[src/rtl/fp_pkg.sv]
// Shared floating-point operand classification types.
// Class enum, flag bundle and a flag-to-class helper.
package fp_pkg;

  typedef enum logic [2:0] {
    CLS_NORM,
    CLS_ZERO,
    CLS_SUB,
    CLS_INF,
    CLS_QNAN,
    CLS_SNAN
  } fp_class_e;

  typedef struct packed {
    logic zero;
    logic inf;
    logic nan;
    logic snan;
  } fp_flags_t;

  // An all-ones exponent wins over an all-zero one, so the
  // illegal e_inf & ez pairing lands in INF or NaN.
  function automatic fp_class_e fp_classify(
    input logic e_inf,
    input logic h_1,
    input logic fz,
    input logic ez
  );
    fp_class_e cls;
    if (e_inf) begin
      if (fz)       cls = CLS_INF;
      else if (h_1) cls = CLS_QNAN;
      else          cls = CLS_SNAN;
    end else if (ez) begin
      cls = fz ? CLS_ZERO : CLS_SUB;
    end else begin
      cls = CLS_NORM;
    end
    return cls;
  endfunction

endpackage

[src/rtl/fp_class_decode.sv]
// Combinational IEEE-754 special-class flag decode.
// In: e_inf, h_1, fz, ez field flags. Out: flags (zero/inf/nan/snan).
module fp_class_decode
  import fp_pkg::*;
(
  input  logic      e_inf,
  input  logic      h_1,
  input  logic      fz,
  input  logic      ez,
  output fp_flags_t flags
);

  always_comb begin
    flags      = '0;
    flags.inf  = e_inf & fz;
    flags.nan  = e_inf & ~fz;
    flags.snan = e_inf & ~fz & ~h_1;
    flags.zero = ez & fz & ~e_inf;
  end

endmodule

[src/rtl/fp_exception_classifier.sv]
// Registered exception classifier for the FP adder operand path.
// In: clk, rst_n, in_valid, e_inf, h_1, fz, ez. Out: out_valid, ZERO, INF, NAN, SNAN.
module fp_exception_classifier
  import fp_pkg::*;
(
  input  logic clk,
  input  logic rst_n,
  input  logic in_valid,
  input  logic e_inf,
  input  logic h_1,
  input  logic fz,
  input  logic ez,
  output logic out_valid,
  output logic ZERO,
  output logic INF,
  output logic NAN,
  output logic SNAN
);

  fp_flags_t flags_d;
  fp_flags_t flags_q;
  logic      valid_q;

  fp_class_decode u_dec (
    .e_inf (e_inf),
    .h_1   (h_1),
    .fz    (fz),
    .ez    (ez),
    .flags (flags_d)
  );

  always_ff @(posedge clk or negedge rst_n) begin
    if (!rst_n) begin
      valid_q <= 1'b0;
      flags_q <= '0;
    end else begin
      valid_q <= in_valid;
      if (in_valid) flags_q <= flags_d;
    end
  end

  assign out_valid = valid_q;
  assign ZERO      = flags_q.zero;
  assign INF       = flags_q.inf;
  assign NAN       = flags_q.nan;
  assign SNAN      = flags_q.snan;

endmodule

[config.mk]
export PLATFORM = sky130hd
export DESIGN_NAME = fp_exception_classifier
export DESIGN_NICKNAME = d
export VERILOG_FILES = /design/src/rtl/fp_pkg.sv /design/src/rtl/fp_class_decode.sv /design/src/rtl/fp_exception_classifier.sv
export SDC_FILE = /design/constraint.sdc
export NUM_CORES = 1
export LEC_CHECK = 0
export BUFFER_PORTS_ARGS = -buffer_cell sky130_fd_sc_hd__buf_4
export CORE_AREA = 2 2 39 41
export CTS_BUF_LIST = sky130_fd_sc_hd__clkbuf_4
export DETAILED_ROUTE_END_ITERATION = 16
export DIE_AREA = 0 0 41 43
export HOLD_SLACK_MARGIN = 0.05
export PLACE_DENSITY = 0.42
export SETUP_SLACK_MARGIN = 0.4
export SLEW_MARGIN = 20
export SYNTH_ARGS = -nofsm -noshare
export SYNTH_HDL_FRONTEND = slang
export SYNTH_SLANG_ARGS = --single-unit
[constraint.sdc]
create_clock -name clk -period 0.8 [get_ports clk]
set_input_delay 0.12 -clock clk [delete_from_list [all_inputs] [get_ports clk]]
set_output_delay 0.12 -clock clk [all_outputs]
set_load 0.01 [all_outputs]
# == Word level (Yosys, flattened, before mapping) ==
# Index checks and enable logic that the tools add are counted.
# op_classes
n_bitwise,8
# op_table
op,count
bitwise AND 1 bit,5
inverter 1 bit,3
# totals
regBits,5

# == Logic depth before layout (Yosys ltp) ==
# Gate-level depths: netlist (run 1).
# logic_depth
ltp_word,3
mapped_depth,2

# == By module ==
# Synthesis (run 1) repeated with hierarchy kept, for this count alone.
# hier_totals
cells_unflattened,13
hier_area_um2,205.2
# by_module_without_submodules
mod,instances,cells_each,area_each_um2
fp_exception_classifier,1,9,170.2
fp_class_decode,1,4,35.0

# == Least setup slack after synthesis (run 1) ==
# Ideal clock, no wire load.
# synth_timing
path_type,flip-flop to flip-flop
startpoint,register SNAN (netlist name)
endpoint,"register flags_q, in the netlist SNAN"
setup_ps,125
arrival_ps,654
required_time_ps,675
path_slack_ps,21
stages_incl_launch_ff,2
path_cell_list,dfrtp_1 mux2_4
# synth_rtl
element,line,text
"end signal, assigned",fp_exception_classifier.sv:38,if (in_valid) flags_q <= flags_d;
"end, declared",fp_exception_classifier.sv:21,fp_flags_t flags_q;

# == Worst setup path in the final report (run 1) ==
# layout_timing
startpoint,"register flags_q, in the netlist INF"
endpoint,output port INF
# layout_rtl
element,line,text
"end, declared",fp_exception_classifier.sv:15,"output logic INF,"
# No word-level cell between the ends.

==> results of run 1 <==
-- through the flow --
step	hold WS, ps	setup TNS [ps]
after floorplan	-176	0
after global placement	-78.4	0
after detailed placement	-73.6	0
after CTS	42.7	-378
after global routing	52.5	-522
final	59.1	-367
-- worst reg2reg max path, delay by kind of cell, from the launching register on --
kind | cells | cell delay [ps]
flip-flops | 1 | 390
buffers and inverters | 3 | 260
AO/OA/AOI/OAI | 1 | 40
-- area by class of cell --
type / count / share of cell area (%)
clock buffers: 4 / 7.62
inverters: 3 / 2.86
multi-input cells: 8 / 15.9
flip-flops and latches: 5 / 31.7
well taps: 16 / 5.08
repair buffers: 15 / 36.8
-- placed cells by master (no fill, tap or decap) --
cell type / n
buf_4: 6
buf_6: 8
clkbuf_4: 4
dfrtp_1: 5
dlygate4sd3_1: 1
inv_1: 1
inv_2: 2
mux2_4: 1
nand3_1: 1
nand3b_1: 1
nand4b_1: 1
nor3b_1: 1
o21ai_1: 2
o21ai_2: 1
-- cell usage after synthesis --
cell,number
dfrtp_1,5
mux2_4,1
nand4b_1,1
nand3b_1,1
inv_1,3
nand3_1,1
nor3b_1,1
o21ai_0,3
-- timing repair --
item	4_1_cts	5_1_grt
hold endpoints to repair	6	1
gates resized for setup	7	4
pin swaps	0	0
setup endpoints to repair	9	9
setup buffers	1	2
-- state kept, by name, indices dropped and copies added, names as in the netlist --
name and cells:
INF 1, NAN 1, SNAN 1, ZERO 1
out_valid 1
-- power by group --
group / internal, W / leakage (nW) / switching, W / total, W
clock network: 0.000223 / 0.0184 / 0.000108 / 0.000331
registers: 0.000270 / 0.0646 / 0.0000130 / 0.000283
logic: 0.0000855 / 0.108 / 0.0000478 / 0.000133
total: 0.000578 / 0.191 / 0.000169 / 0.000748
-- path summary, 6_finish.rpt --
kind | start | to | slack, ps
max in group asynchronous | rst_n | NAN | 470
min in group asynchronous | rst_n | out_valid | 210
worst max-delay path | INF | INF | -80
worst min register to register | INF | INF | 540
worst max register to register | NAN | NAN | 0
worst min-delay path | in_valid | out_valid | 60
-- logic make-up after synthesis --
group	after synthesis	synth area share (%)
muxes	1	7.69
buffers and inverters	3	5.77
AOI/OAI and AO/OA	3	7.69
DFF	5	64.1
and+or+nand+nor	4	14.7
-- metal layers --
layer	up-vias	wire length (µm)	track usage (%)
met5	-	0	0
li1	93	-	-
met2	16	212	7.50
met3	2	86	5.76
met1	99	231	8.82
met4	0	8	6.00
==> out/qor.csv, run 1 <==
stage,metric,value,unit
finish,final instance area,394,µm²
timing,unrepaired setup endpoints after global routing,yes,
floorplan,num rows,14,
power_and_ir_drop,leakage power,0.191,nW
finish,antenna cells,0,
critical_path,CP Max Fanout,2,
floorplan,chip height,43,µm
routing,Via density,4.12,
logic_synthesis,"area leader, netlist",dfrtp_1,
worst_hold_path,worst min path class,input pin to register,
logic_synthesis,unique cell type count in the Yosys netlist,8,
finish,fraction of layout cells with a size suffix above 1,62.9,%
timing,clk_skew,0,ps
routing,initial DRC count,7,
clock_tree,CTS hold repair buffers,1,
clock_tree,worst skew pair latency,240,ps
placement,DP Wirelength,373,µm
global_routing,antenna violations before repair,0,
logic_synthesis,#FFs+latches synth,5,
routing,ANT nets after route,0,
routing,drt wl/cell,10.5,µm
critical_path,critical path type,register to output pin,
critical_path,Critical Path Stages,1,
worst_hold_path,Hold Path Cell Cnt,1,
placement,DP Area,298,µm²
global_routing,overall routing resource usage,7.16,%
timing,Fmax achieved,1130,MHz
timing,final hold vios,0,
power_and_ir_drop,Cell Pwr Density,1900,nW/µm²
critical_path,Reg2Reg Depth,4,
critical_path,Crit path arrival time,760,ps
critical_path,crit-path max cell delay,390,ps
critical_path,Top delay family on crit path,flip-flops,
timing,"Setup violations, final",6,
floorplan,die width,41,µm
global_routing,vias in the first global route,184,
outcome,status,"finished, violations left",
logic_synthesis,Yosys top cell area share,64.1,%
logic_synthesis,post-synthesis cell count,16,
outcome,violated checks,setup timing,
routing,routed vias,210,
timing,Final Cycle Share,110,%
routing,routed wire length,538,µm
finish,final core utilization,28.5,%
timing,final setup margin,-81.7,ps
timing,crit path time final,882,ps
floorplan,die area,1760,µm²
clock_tree,clock tree buffer depth,2,
power_and_ir_drop,Tot Pwr,0.000748,W
floorplan,Initial Utilization,14.1,%
power_and_ir_drop,Peak VDD IR,0.516,mV
finish,P&R area growth vs syn,102,%
critical_path,critical path startpoint category,register,
finish,Non-Filler Instances,51,
run,Max Cap Viol,0,
critical_path,slowest CP cell,dfrtp_1,
clock_tree,clk slew on worst S/H paths,50,ps
placement,Placed Cells,43,
routing,DRT Pass-1 Iters,4,
finish,multi-input logic area,62.6,µm²
timing,Slew headroom,87.3,%
placement,DP Worst Slack,39.4,ps
logic_synthesis,Mapped Area,195,µm²
clock_tree,CTS tree,built,
logic_synthesis,syn avg cell area,12.2,µm²
finish,nets,43,
clock_tree,Inserted Clock Buffers,3,
critical_path,Worst Setup End Kind,output pin,
clock_tree,H-tree depth,1,
placement,Port-buffer cells,11,
timing,Worst Max-Slew Pin Slew,191,ps
logic_synthesis,"top cells by area, synth","dfrtp_1, o21ai_0, mux2_4, inv_1, nand4b_1",
logic_synthesis,sequential share of the synthesized area,64.1,%
global_routing,pin count of the biggest net entering global routing,9,
critical_path,Worst Path Required,680,ps
critical_path,critical path cell sequence,buf_6,
finish,# fillers,148,
floorplan,core area,1380,µm²
global_routing,gr ovfl total,0,
logic_synthesis,Yosys warning total,0,
global_routing,global-route wire length before repair,772,µm
timing,Max Slew Vio Count,0,
floorplan,IO Count,12,
finish,FF+latch area,125,µm²
placement,gp weighted congestion,0.632,
clock_tree,CTS root buf,clkbuf_4,
clock_tree,clock sinks,5,
logic_synthesis,syn_nets,23,
routing,residual DRC count,0,
critical_path,worst path buffer plus inverter count,1,
Note: power is estimated with default switching activity, not from simulation.
==> run 2, diff against run 1 <==
--- a/config.mk
+++ b/config.mk
@@ -12,6 +12,7 @@
 export DIE_AREA = 0 0 41 43
 export HOLD_SLACK_MARGIN = 0.05
 export PLACE_DENSITY = 0.42
+export RECOVER_POWER = 50
 export SETUP_SLACK_MARGIN = 0.4
 export SLEW_MARGIN = 20
 export SYNTH_ARGS = -nofsm -noshare
==> run 2 against run 1 <==
Net effect:
- the run still ends with setup timing left
- worst hold slack improved by 86 ps
- final area is 1.9% lower
- utilization down 0.54 points
- clock-buffer cell count stayed put
- global-route usage stayed put
- critical path depth did not move
- first-iteration DRC count up 43%
- combinational power is 4% lower
- sequential share of layout area up 0.62 points
- non-clock buffer count unchanged
- final cell count is the same
- largest cell class unchanged
- largest power group unchanged
- highest routed layer unchanged
==> out/qor.csv, run 2 (same netlist as run 1, synthesis figures left out) <==
stage,metric,value,unit
global_routing,gr ovfl total,0,
critical_path,slowest CP cell,dfrtp_1,
power_and_ir_drop,Tot Pwr,0.000742,W
run,Max Cap Viol,0,
timing,Worst Max-Slew Pin Slew,362,ps
routing,DRT Pass-1 Iters,4,
floorplan,core area,1380,µm²
clock_tree,CTS tree,built,
critical_path,crit-path max cell delay,390,ps
clock_tree,CTS root buf,clkbuf_4,
timing,final setup TNS,-376,ps
critical_path,CP Max Fanout,2,
routing,Via density,4.00,
finish,final instance area,387,µm²
routing,ANT nets after route,0,
clock_tree,worst skew pair latency,240,ps
power_and_ir_drop,Peak VDD IR,0.516,mV
global_routing,overall routing resource usage,7.16,%
power_and_ir_drop,Psw,0.000168,W
outcome,status,"finished, violations left",
global_routing,pin count of the biggest net entering global routing,9,
critical_path,Reg2Reg Depth,4,
timing,unrepaired setup endpoints after global routing,yes,
critical_path,worst path buffer plus inverter count,1,
floorplan,num rows,14,
clock_tree,clock sinks,5,
critical_path,Crit path arrival time,760,ps
clock_tree,CTS hold repair buffers,1,
worst_hold_path,hold path startpoint,e_inf,
power_and_ir_drop,switching share of power,22.7,%
floorplan,die width,41,µm
critical_path,r2r endpoint,NAN,
critical_path,worst reg2reg startpoint,NAN,
floorplan,chip height,43,µm
critical_path,Worst Setup End Kind,output pin,
power_and_ir_drop,Cell Pwr Density,1920,nW/µm²
routing,initial DRC count,10,
routing,drt wl/cell,10.4,µm
timing,Slew headroom,75.9,%
timing,"Setup violations, final",6,
worst_hold_path,hold endpoint,INF,
power_and_ir_drop,Comb pwr share,17.3,%
placement,DP Wirelength,373,µm
clock_tree,clock tree buffer depth,2,
power_and_ir_drop,leakage power,0.183,nW
placement,Port-buffer cells,11,
routing,residual DRC count,0,
finish,fraction of layout cells with a size suffix above 1,57.1,%
finish,"commonest non-fill, non-tap cell in the layout",buf_6,
power_and_ir_drop,sequential share of power,38.1,%
global_routing,global-route wire length before repair,772,µm
power_and_ir_drop,clock share of power,44.6,%
global_routing,antenna violations before repair,0,
worst_hold_path,Hold Path Cell Cnt,3,
timing,Final Cycle Share,110,%
timing,final hold vios,0,
critical_path,critical path cell sequence,buf_6,
placement,gp weighted congestion,0.632,
global_routing,vias in the first global route,184,
critical_path,critical path startpoint category,register,
worst_hold_path,worst min path class,input pin to register,
routing,routed wire length,529,µm
timing,clk_skew,0,ps
placement,DP Worst Slack,39.4,ps
timing,Max Slew Vio Count,0,
timing,crit path time final,881,ps
finish,nets,43,
timing,final setup margin,-80.9,ps
critical_path,Worst Path Required,680,ps
critical_path,r2r setup slk,-10,ps
placement,DP Area,298,µm²
floorplan,IO Count,12,
critical_path,critical path type,register to output pin,
power_and_ir_drop,cell internal pwr,0.000574,W
finish,"commonest cells after routing, fill and taps aside","buf_6, dfrtp_1, clkbuf_4, buf_4",
outcome,violated checks,setup timing,
finish,P&R area growth vs syn,98.1,%
critical_path,Top delay family on crit path,flip-flops,
timing,Fmax achieved,1140,MHz
floorplan,die area,1760,µm²
finish,antenna cells,0,
clock_tree,clk slew on worst S/H paths,50,ps
floorplan,Initial Utilization,14.1,%
clock_tree,Inserted Clock Buffers,3,
finish,final core utilization,27.9,%
clock_tree,H-tree depth,1,
routing,routed vias,204,
## run 2: worst max path at each step
stage,start,to,slack (ps),cells after the start
finish,SNAN,SNAN,-80,1
global route,ZERO,ZERO,-110,1
CTS,SNAN,SNAN,-80,1
detailed placement,e_inf,SNAN,40,3
global placement,SNAN,SNAN,60,1
floorplan,SNAN,SNAN,20,1
## run 2: power by group through the flow
stage	combinational, W	clock [W]	sequential, W
6_report	0.000128	0.000331	0.000283
5_1_grt	0.000141	0.000367	0.000283
4_1_cts	0.000115	0.000341	0.000282
3_5_place_dp	0.0000922	0	0.000282
3_3_place_gp	0.0000892	0	0.000281
2_1_floorplan	0.0000194	0	0.000290
## run 2: per-stage QoR
stage,std cells,hold slack (ps)
6_report,51,145
5_1_grt,51,142
4_1_cts,49,42.7
3_5_place_dp,43,-73.6
3_3_place_gp,43,-78.4
2_1_floorplan,16,-176
## run 2: routing by layer
| metal | GRT usage [%] | wire, µm |
|---|---|---|
| met5 | 0 | 0 |
| met4 | 6.00 | 8 |
| met3 | 5.76 | 82 |
| met2 | 7.50 | 209 |
| met1 | 8.82 | 229 |
## run 2: cell type report
cell class | count | area, µm²
clock buffer | 4 | 30.0
fill | 149 | 997
inverter | 3 | 11.3
multi-input combinational | 8 | 62.6
sequential | 5 | 125
tap | 16 | 20.0
timing repair buffer | 15 | 138
## run 2: worst min-delay path, stage by stage
cell,delay (ps)
buf_4,100
nand3_1,60
o21ai_1,70
## run 2: what timing repair did
item                       in CTS  in global routing
gates resized for setup         7                  4
setup endpoints to repair       9                  9
hold endpoints to repair        6                  1
pin swaps                       0                  0
buffers inserted                1                  2
